<file path="src/rtl/bitrev_reorder_pkg.sv">
// Shared types and helpers for the FFT output reorder stage.
// fpt is the native Q16.16 fixed-point sample type; cpx packs [1]=real, [0]=imag.
package bitrev_reorder_pkg;

  typedef logic signed [31:0] fpt;
  typedef fpt [1:0] cpx;

  // Widest index the bit-reversal helper supports.
  localparam int BITREV_MAX_N = 16;

  typedef enum logic {
    W_IDLE = 1'b0,
    W_FILL = 1'b1
  } wstate_t;

  typedef enum logic {
    R_IDLE  = 1'b0,
    R_DRAIN = 1'b1
  } rstate_t;

  // Reverse the low n bits of idx; bits at and above n come back as zero.
  function automatic logic [BITREV_MAX_N-1:0] bitrev(
    input logic [BITREV_MAX_N-1:0] idx,
    input int                      n
  );
    logic [BITREV_MAX_N-1:0] res;
    res = '0;
    for (int i = 0; i < BITREV_MAX_N; i++) begin
      for (int j = 0; j < BITREV_MAX_N; j++) begin
        if ((i < n) && (j < n) && ((i + j) == (n - 1))) begin
          res[i] = idx[j];
        end
      end
    end
    return res;
  endfunction

endpackage

</file>
<file path="src/rtl/bitrev_reorder_pingpong_ram.sv">
// Two-bank sample store: one synchronous write port, one asynchronous read port.
// Bank contents are deliberately not reset.
module pingpong_ram
  import bitrev_reorder_pkg::*;
#(
  parameter int N = 3
) (
  input  logic         clk,
  input  logic         i_wsel,
  input  logic [N-1:0] i_waddr,
  input  cpx           i_wdata,
  input  logic         i_we,
  input  logic         i_rsel,
  input  logic [N-1:0] i_raddr,
  output cpx           o_rdata
);

  cpx r_mem [2][2**N];

  // Store one sample into the selected bank when the write side asks for it.
  always_ff @(posedge clk) begin
    if (i_we) begin
      r_mem[i_wsel][i_waddr] <= i_wdata;
    end
  end

  assign o_rdata = r_mem[i_rsel][i_raddr];

endmodule

</file>
<file path="src/rtl/bitrev_reorder.sv">
// Output reorder stage: writes each bit-reversed frame into one bank of a
// ping-pong store and drains the other bank in natural order, one sample per clock.
module bitrev_reorder
  import bitrev_reorder_pkg::*;
#(
  parameter int N = 3
) (
  input  logic     clk,
  input  logic     reset,
  input  fpt [1:0] ip,
  input  logic     start_ip,
  output fpt [1:0] op,
  output logic     start_op,
  output logic     valid_op,
  output logic     abort_op
);

  localparam logic [N-1:0] LAST_IDX = {N{1'b1}};

  wstate_t      r_wstate, w_wstate_nxt;
  logic [N-1:0] r_wcnt, w_wcnt_nxt;
  logic         r_wsel, w_wsel_nxt;
  logic         w_we;
  logic [N-1:0] w_waddr;
  logic         w_req;
  logic         w_abort;

  rstate_t      r_rstate, w_rstate_nxt;
  logic [N-1:0] r_rcnt, w_rcnt_nxt;
  logic         r_rsel, w_rsel_nxt;
  cpx           w_rdata;

  cpx           r_op, w_op_nxt;
  logic         r_start_op, w_start_op_nxt;
  logic         r_valid_op, w_valid_op_nxt;
  logic         r_abort_op;

  pingpong_ram #(.N(N)) u_ram (
    .clk     (clk),
    .i_wsel  (r_wsel),
    .i_waddr (w_waddr),
    .i_wdata (ip),
    .i_we    (w_we),
    .i_rsel  (r_rsel),
    .i_raddr (r_rcnt),
    .o_rdata (w_rdata)
  );

  // Write side: a start pulse always lands at index 0; the last index closes the frame.
  // The fill counter already points at the next index, so it is never 0 in W_FILL.
  always_comb begin
    w_wstate_nxt = r_wstate;
    w_wcnt_nxt   = r_wcnt;
    w_wsel_nxt   = r_wsel;
    w_we         = 1'b0;
    w_waddr      = N'(bitrev(BITREV_MAX_N'(r_wcnt), N));
    w_req        = 1'b0;
    w_abort      = 1'b0;
    case (r_wstate)
      W_IDLE: begin
        if (start_ip) begin
          w_we         = 1'b1;
          w_waddr      = '0;
          w_wcnt_nxt   = N'(1);
          w_wstate_nxt = W_FILL;
        end else begin
          w_wstate_nxt = W_IDLE;
        end
      end
      W_FILL: begin
        w_we = 1'b1;
        if (start_ip) begin
          // Restart mid-frame: discard the partial frame, same bank, index 0.
          w_abort    = 1'b1;
          w_waddr    = '0;
          w_wcnt_nxt = N'(1);
        end else if (r_wcnt == LAST_IDX) begin
          w_req        = 1'b1;
          w_wsel_nxt   = ~r_wsel;
          w_wcnt_nxt   = '0;
          w_wstate_nxt = W_IDLE;
        end else begin
          w_wcnt_nxt = r_wcnt + N'(1);
        end
      end
      default: begin
        w_wstate_nxt = W_IDLE;
        w_wcnt_nxt   = '0;
      end
    endcase
  end

  // Read side: a request from the write side arms a drain of the just-completed bank;
  // a request arriving on the final drain beat chains straight into the next drain.
  always_comb begin
    w_rstate_nxt   = r_rstate;
    w_rcnt_nxt     = r_rcnt;
    w_rsel_nxt     = r_rsel;
    w_op_nxt       = r_op;
    w_start_op_nxt = 1'b0;
    w_valid_op_nxt = 1'b0;
    case (r_rstate)
      R_IDLE: begin
        if (w_req) begin
          w_rstate_nxt = R_DRAIN;
          w_rsel_nxt   = r_wsel;
          w_rcnt_nxt   = '0;
        end else begin
          w_rstate_nxt = R_IDLE;
        end
      end
      R_DRAIN: begin
        w_op_nxt       = w_rdata;
        w_valid_op_nxt = 1'b1;
        w_start_op_nxt = (r_rcnt == '0);
        if (r_rcnt == LAST_IDX) begin
          w_rcnt_nxt = '0;
          if (w_req) begin
            w_rsel_nxt = r_wsel;
          end else begin
            w_rstate_nxt = R_IDLE;
          end
        end else begin
          w_rcnt_nxt = r_rcnt + N'(1);
        end
      end
      default: begin
        w_rstate_nxt = R_IDLE;
        w_rcnt_nxt   = '0;
      end
    endcase
  end

  // State, counters and registered outputs; reset leaves the banks untouched.
  always_ff @(posedge clk) begin
    if (reset) begin
      r_wstate   <= W_IDLE;
      r_wcnt     <= '0;
      r_wsel     <= 1'b0;
      r_rstate   <= R_IDLE;
      r_rcnt     <= '0;
      r_rsel     <= 1'b0;
      r_op       <= '0;
      r_start_op <= 1'b0;
      r_valid_op <= 1'b0;
      r_abort_op <= 1'b0;
    end else begin
      r_wstate   <= w_wstate_nxt;
      r_wcnt     <= w_wcnt_nxt;
      r_wsel     <= w_wsel_nxt;
      r_rstate   <= w_rstate_nxt;
      r_rcnt     <= w_rcnt_nxt;
      r_rsel     <= w_rsel_nxt;
      r_op       <= w_op_nxt;
      r_start_op <= w_start_op_nxt;
      r_valid_op <= w_valid_op_nxt;
      r_abort_op <= w_abort;
    end
  end

  assign op       = r_op;
  assign start_op = r_start_op;
  assign valid_op = r_valid_op;
  assign abort_op = r_abort_op;

endmodule
</file>
<file path="config.mk">
export PLATFORM = sky130hd
export DESIGN_NAME = bitrev_reorder
export DESIGN_NICKNAME = d
export VERILOG_FILES = /design/src/rtl/bitrev_reorder_pkg.sv /design/src/rtl/bitrev_reorder_pingpong_ram.sv /design/src/rtl/bitrev_reorder.sv
export SDC_FILE = /design/constraint.sdc
export NUM_CORES = 1
export LEC_CHECK = 0
export ABC_CLOCK_PERIOD_IN_PS = 13200
export CAP_MARGIN = 20
export CORE_ASPECT_RATIO = 1.75
export CORE_MARGIN = 5
export CORE_UTILIZATION = 38
export CTS_BUF_LIST = sky130_fd_sc_hd__clkbuf_2 sky130_fd_sc_hd__clkbuf_4 sky130_fd_sc_hd__clkbuf_8
export DETAILED_ROUTE_END_ITERATION = 7
export GPL_TIMING_DRIVEN = 0
export PLACE_DENSITY = 0.62
export SYNTH_ARGS = -nofsm -noshare
export SYNTH_HDL_FRONTEND = slang
export SYNTH_HIERARCHICAL = 1
export SYNTH_SLANG_ARGS = --single-unit
</file>
<file path="constraint.sdc">
create_clock -name clk -period 13.2 [get_ports clk]
set_input_delay 1.98 -clock clk [delete_from_list [all_inputs] [get_ports clk]]
set_output_delay 1.98 -clock clk [all_outputs]
set_load 0.005 [all_outputs]
</file>
==> results of run 1 <==
## layer usage
layer  GRT usage  up-vias
met5           0        -
met4     0.05695        4
met3     0.03594      192
met2      0.3226      668
met1      0.1999    10780
li1            -     8575
## power by group through the flow
stage | Clock (mW) | Sequential, mW | Combinational, mW
floorplan | 0 | 3.93 | 0.0621
global placement | 0 | 3.93 | 0.145
detailed placement | 0 | 3.92 | 0.165
CTS | 2.71 | 3.85 | 0.165
global route | 2.87 | 3.85 | 0.175
finish | 2.64 | 3.85 | 0.162
## state kept, by name, summed over array words and instances, names as in the netlist
signal / cells
abort_op: 1
op: 64
r_rcnt: 3
r_rsel: 1
r_rstate: 1
r_wcnt: 3
r_wsel: 1
r_wstate: 1
start_op: 1
u_ram/r_mem: 1024
valid_op: 1
## Yosys cell counts, drive strengths merged, types with 4 or more instances
| cell type | number |
|---|---|
| inv | 4 |
| nand3 | 5 |
| nor3 | 10 |
| edfxtp | 1024 |
| clkbuf | 41 |
| a22oi | 128 |
| ha | 5 |
| mux4 | 256 |
| a21oi | 5 |
| mux2i | 66 |
| buf | 64 |
| nand2 | 71 |
| nor2 | 77 |
| dfxtp | 77 |
| nand2b | 4 |
| nor2b | 7 |
## logic make-up (layout without fill, tap and decap cells)
kind of cell,Yosys count,count (layout),share of synthesized area
other,0,5,0
multiplexers,322,322,0.1560
AO/OA/AOI/OAI,136,136,0.02445
AND/OR/NAND/NOR,183,183,0.01871
flip-flops,1101,1101,0.7840
adder cells (fa/ha/maj),5,5,0.001519
buffers and inverters,109,629,0.01510
XOR/XNOR,1,1,0.0002127
## area by class of cell
| type | instances | area share |
|---|---|---|
| flip-flops and latches | 1101 | 0.6617 |
| multi-input cells | 647 | 0.1716 |
| repair buffers | 245 | 0.05574 |
| clock buffers | 207 | 0.05338 |
| well taps | 1368 | 0.03508 |
| plain buffers | 105 | 0.01244 |
| clock inverters | 68 | 0.009461 |
| inverters | 4 | 0.0003077 |
| diodes | 5 | 0.0002564 |
## per-stage QoR
step | hold slack [ns] | power, mW | TNS, ns | utilization | instances
6_report | 0.4890 | 6.645 | 0 | 0.4543 | 3750
5_1_grt | 0.5145 | 6.886 | 0 | 0.4542 | 3746
4_1_cts | 0.4955 | 6.722 | 0 | 0.4541 | 3745
3_5_place_dp | 0.4805 | 4.088 | 0 | 0.4256 | 3470
3_3_place_gp | 0.4714 | 4.077 | -759.77 | 0.4116 | 3357
2_1_floorplan | 0.4677 | 3.987 | 0 | - | 1857
## tightest hold or removal path, stage by stage, from the launching register on
cell,delay [ns]
dfxtp_1,0.32
mux2i_1,0.06
nor2_1,0.07
## layout by cell type (no fill, tap or decap), types with 15 or more instances in the layout
cell type	Yosys	layout
clkbuf_4	1	40
edfxtp_1	1024	1024
clkbuf_1	40	40
mux4_2	256	256
nand2_1	71	71
clkinv_2	0	23
buf_6	14	76
nor2_1	77	70
buf_12	1	17
a22oi_1	128	128
clkbuf_8	0	168
clkinv_1	0	30
dfxtp_1	77	77
clkdlybuf4s50_1	0	132
buf_4	10	36
buf_2	22	22
buf_1	15	15
mux2i_1	66	66
## worst max path at each step
stage | from | end | slack [ns]
2_1_floorplan | start_ip | u_ram/r_mem[0][384] | 3.97
3_3_place_gp | start_ip | u_ram/r_mem[0][436] | -4.45
3_5_place_dp | start_ip | u_ram/r_mem[1][308] | 7.87
4_1_cts | start_ip | u_ram/r_mem[0][303] | 8.73
5_1_grt | start_ip | u_ram/r_mem[0][308] | 8.46
6_report | start_ip | u_ram/r_mem[0][308] | 8.59
==> results by group, run 1 <==
Run status
  • Outcome: completed

Timing
  • Final period utilization: 0.3490
  • Max-slew violations: 0
  • Count of final hold-check violations: 0
  • Final Setup Violations: 0
  • Worst-Margin Slew: 1.050 ns
  • Clock Skew: 0.02491 ns
  • Final setup margin: 8.594 ns
  • RSZ-0062 raised after global routing: false
  • FMAX: 217.1 MHz
  • Worst rel slew slack: 0.2943
  • Period minus WS final: 4.606 ns

Synth
  • EDFF count, synth: 1024
  • Synth top area cells: edfxtp_1 75%, mux4_2 14%, dfxtp_1 3.7%
  • Synthesized cell area: 41190 um2
  • Post-synthesis sequential area ratio: 0.7840
  • Number of synthesized register bits: 1101
  • Mapped Nets: 1929
  • Yosys synthesis warning count: 6
  • Share of the synthesized area in the top cell type: 0.7466
  • Cell variety after synth: 34
  • Mean post-synth cell area: 22.18 um2
  • Leading area contributor after synthesis: edfxtp_1
  • Mapped Cells: 1857
  • Post-synth top flop: edfxtp_1
  • Share of flip-flops with an asynchronous set or reset: 0

Clocking
  • Hold buffers post-CTS: 0
  • Clock Latency Late Sink: 0.79 ns
  • Num CTS Buffers: 149
  • Setup bufs post-CTS: 0
  • Clk buf depth: 3
  • CTS tree: built
  • PostCTS Resize Cnt: 0
  • Clock Root Buffer: clkbuf_8
  • CTS Sinks: 1101
  • Clock slew at reported path FFs: 0.06 ns
  • Htree depth: 4

Floorplanning
  • Core Area: 107400 um2
  • Row Count: 159
  • Die W: 258.9 um
  • Full die area: 115300 um2
  • Initial Utilization: 0.3834
  • I/O pin cnt: 134
  • Die Ht: 445.5 um

Setup path
  • Crit path max-delay family: buffers and inverters
  • Crit Reg-Reg Endpoint: u_ram/r_mem[0][308]
  • Slowest CP cell: nor3_2
  • Buf/Inv on CP: 7
  • CP max stage delay: 0.58 ns
  • Critical path data required time: 13.67 ns
  • CP Data Arrival Time: 5.08 ns
  • Worst r2r path cells: 8
  • CP endpoint kind: flop
  • FF-to-FF setup slack: 10.17 ns
  • CP most frequent cell: buf_6
  • WS Path Type: in2reg
  • Worst R2R Start: r_wcnt[1]
  • CP startpoint kind: input pin
  • Stages on the worst setup path: 10
  • CP Max Fanout: 10
  • Crit-path cells: clkdlybuf4s50_1 > buf_2 > nor2b_1 > nand2b_1 > nor3_2 > buf_6 > buf_6 > buf_6 > buf_6 > buf_6

Drt
  • Initial drt markers: 1638
  • Top Metal Used: met5
  • Detail Route Antenna Nets: 0
  • DR vias: 20220
  • DR WL met3: 5386 um
  • Metal-1 WL: 36860 um
  • Drt first pass iters: 5
  • Wire length on met2: 56090 um
  • Routed wire per std cell: 26.99 um
  • Vias per cell: 5.391
  • DRC: 0
  • Final wirelength: 101200 um

Min path
  • Min-Delay Endpoint: op[20]
  • Worst Hold Depth: 2
  • Min-delay src: op[20]
  • Worst hold path type: reg2reg

Global route
  • First-pass GRT wire length: 147800 um
  • Vias in the first global route: 21790
  • Pin count of the biggest net entering global routing: 22
  • GRT Residual Overflow: 0
  • Tot GR Track Use: 0.1738
  • Initial antenna violation count: 9

Power
  • Pwr dens: 136.2 nW/um2
  • Logic pwr share: 0.024
  • Switching share of power: 0.2043
  • Lkg Pwr: 15.13 nW
  • Internal Power: 5.287 mW
  • Seq pwr share: 0.579
  • Worst vdd ir: 87.35 uV
  • Switching pwr: 1.358 mW
  • Clock Power Share: 0.397

Final layout
  • Register Area: 32290 um2
  • Nets: 2325
  • Area grow syn2layout: 18.48%
  • Final Cell Area: 48800 um2
  • Area of the multi-input gates: 8376 um2
  • Share of cells above drive strength 1: 0.2878
  • Fillcell total: 9017

Placed design
  • I/O Buffers: 132
  • Detailed placer's ending HPWL: 68610 um
  • Placed inst area: 45720 um2
  • Placer Congestion: 0.7314
  • DP Worst Slack: 7.874 ns

Run
  • Max cap viols: 0
Note: power is estimated with default switching activity, not from simulation.
==> inputs of run 2 (changes only) <==
- ABC_CLOCK_PERIOD_IN_PS: 13200 -> 4500
- clock period: 13.2 -> 4.5 ns (I/O delays scaled with it)
==> run 2 against run 1 <==
Clock-buffer cell count up 23. Clock skew is 0.0060 ns lower. Clock power rose to 2.9 times the previous value. Global-route usage increased by 0.54 points. Register-to-register slack got worse by 8.9 ns. Total power rose to 2.9 times the previous value. Die area unchanged. Flip-flop and latch count unchanged. Sequential share of layout area shrank 0.18 points. Non-clock buffer count decreased by 16. Wire length grew 3.0%. Critical endpoint is now u_ram/r_mem[0][334].
==> results by group, run 2 (synthesized netlist as in run 1, its figures left out) <==
Clocking
  • Setup bufs post-CTS: 0
  • Clk buf depth: 3
  • Htree depth: 4
  • PostCTS Resize Cnt: 0
  • Num CTS Buffers: 148
  • CTS tree: built
  • Clock slew at reported path FFs: 0.07 ns
  • Clock Latency Late Sink: 0.78 ns
  • Hold buffers post-CTS: 0
  • CTS Sinks: 1101
  • Clock Root Buffer: clkbuf_8

Drt
  • Final wirelength: 104300 um
  • Vias per cell: 5.465
  • DR vias: 20420
  • Initial drt markers: 1822
  • Routed wire per std cell: 27.91 um
  • Drt first pass iters: 6
  • DRC: 0
  • Detail Route Antenna Nets: 0

Floorplanning
  • Initial Utilization: 0.3834
  • Die W: 258.9 um
  • I/O pin cnt: 134
  • Core Area: 107400 um2
  • Full die area: 115300 um2
  • Die Ht: 445.5 um
  • Row Count: 159

Placed design
  • DP Worst Slack: 0.2171 ns
  • I/O Buffers: 132
  • Cells after DPL: 3454
  • Placer Congestion: 0.7275
  • Detailed placer's ending HPWL: 69600 um
  • Placed inst area: 45880 um2

Run
  • Max cap viols: 0

Final layout
  • Final Cell Area: 48930 um2
  • Reg with most FFs: u_ram/r_mem
  • Final non-filler cell total: 3736
  • Max reg flops: 1024
  • Post-layout util: 0.4555
  • Nets: 2308
  • Area grow syn2layout: 18.79%
  • Share of cells above drive strength 1: 0.2874
  • Commonest non-fill, non-tap cell in the layout: edfxtp_1
  • Commonest cells after routing, fill and taps aside: 1024 x edfxtp_1, 256 x mux4_2, 164 x clkbuf_8, 132 x clkdlybuf4s50_1, 128 x a22oi_1

Setup path
  • CP Data Arrival Time: 4.01 ns
  • CP Max Fanout: 10
  • Critical path data required time: 4.98 ns
  • CP max stage delay: 0.88 ns
  • WS Path Type: in2reg
  • CP startpoint kind: input pin
  • Crit path max-delay family: simple AND/OR/NAND/NOR gates
  • Worst R2R Start: r_wcnt[1]
  • CP endpoint kind: flop
  • Crit-path cells: clkdlybuf4s50_1 > buf_2 > nor2b_1 > nand2b_1 > nor3_2 > buf_6 > buf_8 > buf_6
  • Buf/Inv on CP: 5
  • CP most frequent cell: buf_6
  • Crit path launch: start_ip
  • Slowest CP cell: nor3_2

Timing
  • Minimum hold slack: 0.4455 ns
  • FMAX: 283.6 MHz
  • Final setup margin: 0.9744 ns
  • Count of final hold-check violations: 0
  • Final period utilization: 0.7835
  • Worst rel slew slack: 0.2587
  • Worst-Margin Slew: 1.104 ns
  • Max-slew violations: 0
  • Final setup TNS: 0 ns
  • Clock Skew: 0.01891 ns
  • Period minus WS final: 3.526 ns
  • Final Setup Violations: 0
  • RSZ-0062 raised after global routing: false

Global route
  • First-pass GRT wire length: 150600 um
  • Pin count of the biggest net entering global routing: 22
  • GRT Residual Overflow: 0
  • Tot GR Track Use: 0.1792
  • Vias in the first global route: 21970
  • Initial antenna violation count: 13

Min path
  • Worst hold path type: in2reg
  • Min-delay src: reset

Power
  • Pwr dens: 396.5 nW/um2
  • Design Power: 19.40 mW
  • Worst vdd ir: 236.8 uV
  • Lkg Pwr: 15.12 nW

Run status
  • Outcome: completed
run 2: cell count changes in the layout (fill, tap and decap cells not counted), sizes merged:
cell,previous run,this run
clkinv,54,31
clkbuf,248,271
buf,177,161
clkinvlp,5,7
diode,5,9
inv,8,7
bufinv,5,2
run 2: path summary, 6_finish.rpt:
kind / endpoint / slack (ns) / cells after the start
min reg2reg: op[20] / 0.49 / 2
max: u_ram/r_mem[0][334] / 0.97 / 8
min: r_rcnt[1] / 0.45 / 3
max reg2reg: u_ram/r_mem[0][334] / 1.23 / 6
run 2: power breakdown:
group / total (mW) / internal (mW) / switching [mW]
registers: 11.3 / 11.3 / 0.0207
clock network: 7.63 / 4.02 / 3.61
logic: 0.479 / 0.191 / 0.288
total: 19.4 / 15.5 / 3.92
run 2: worst register-to-register path, delay by kind of cell, from the launching register on:
kind | cells | cell delay (ns)
buffers and inverters | 3 | 0.64
DFF | 1 | 0.37
and+or+nand+nor | 3 | 1.96
run 2: final cells by class:
type,instances,area (um2)
fill,8912,58500
sequential,1101,32290
multi-input combinational,647,8406
timing repair buffer,229,2848
clock buffer,230,2753
tap,1368,1712
buffer,105,606.8
clock inverter,43,276.5
antenna,9,22.52
inverter,4,15.01
run 2: routing by layer:
metal	GRT usage	wire [um]
met1	0.2040	37390
met2	0.3331	57640
met3	0.03436	5917
met4	0.06648	3297
met5	0	33
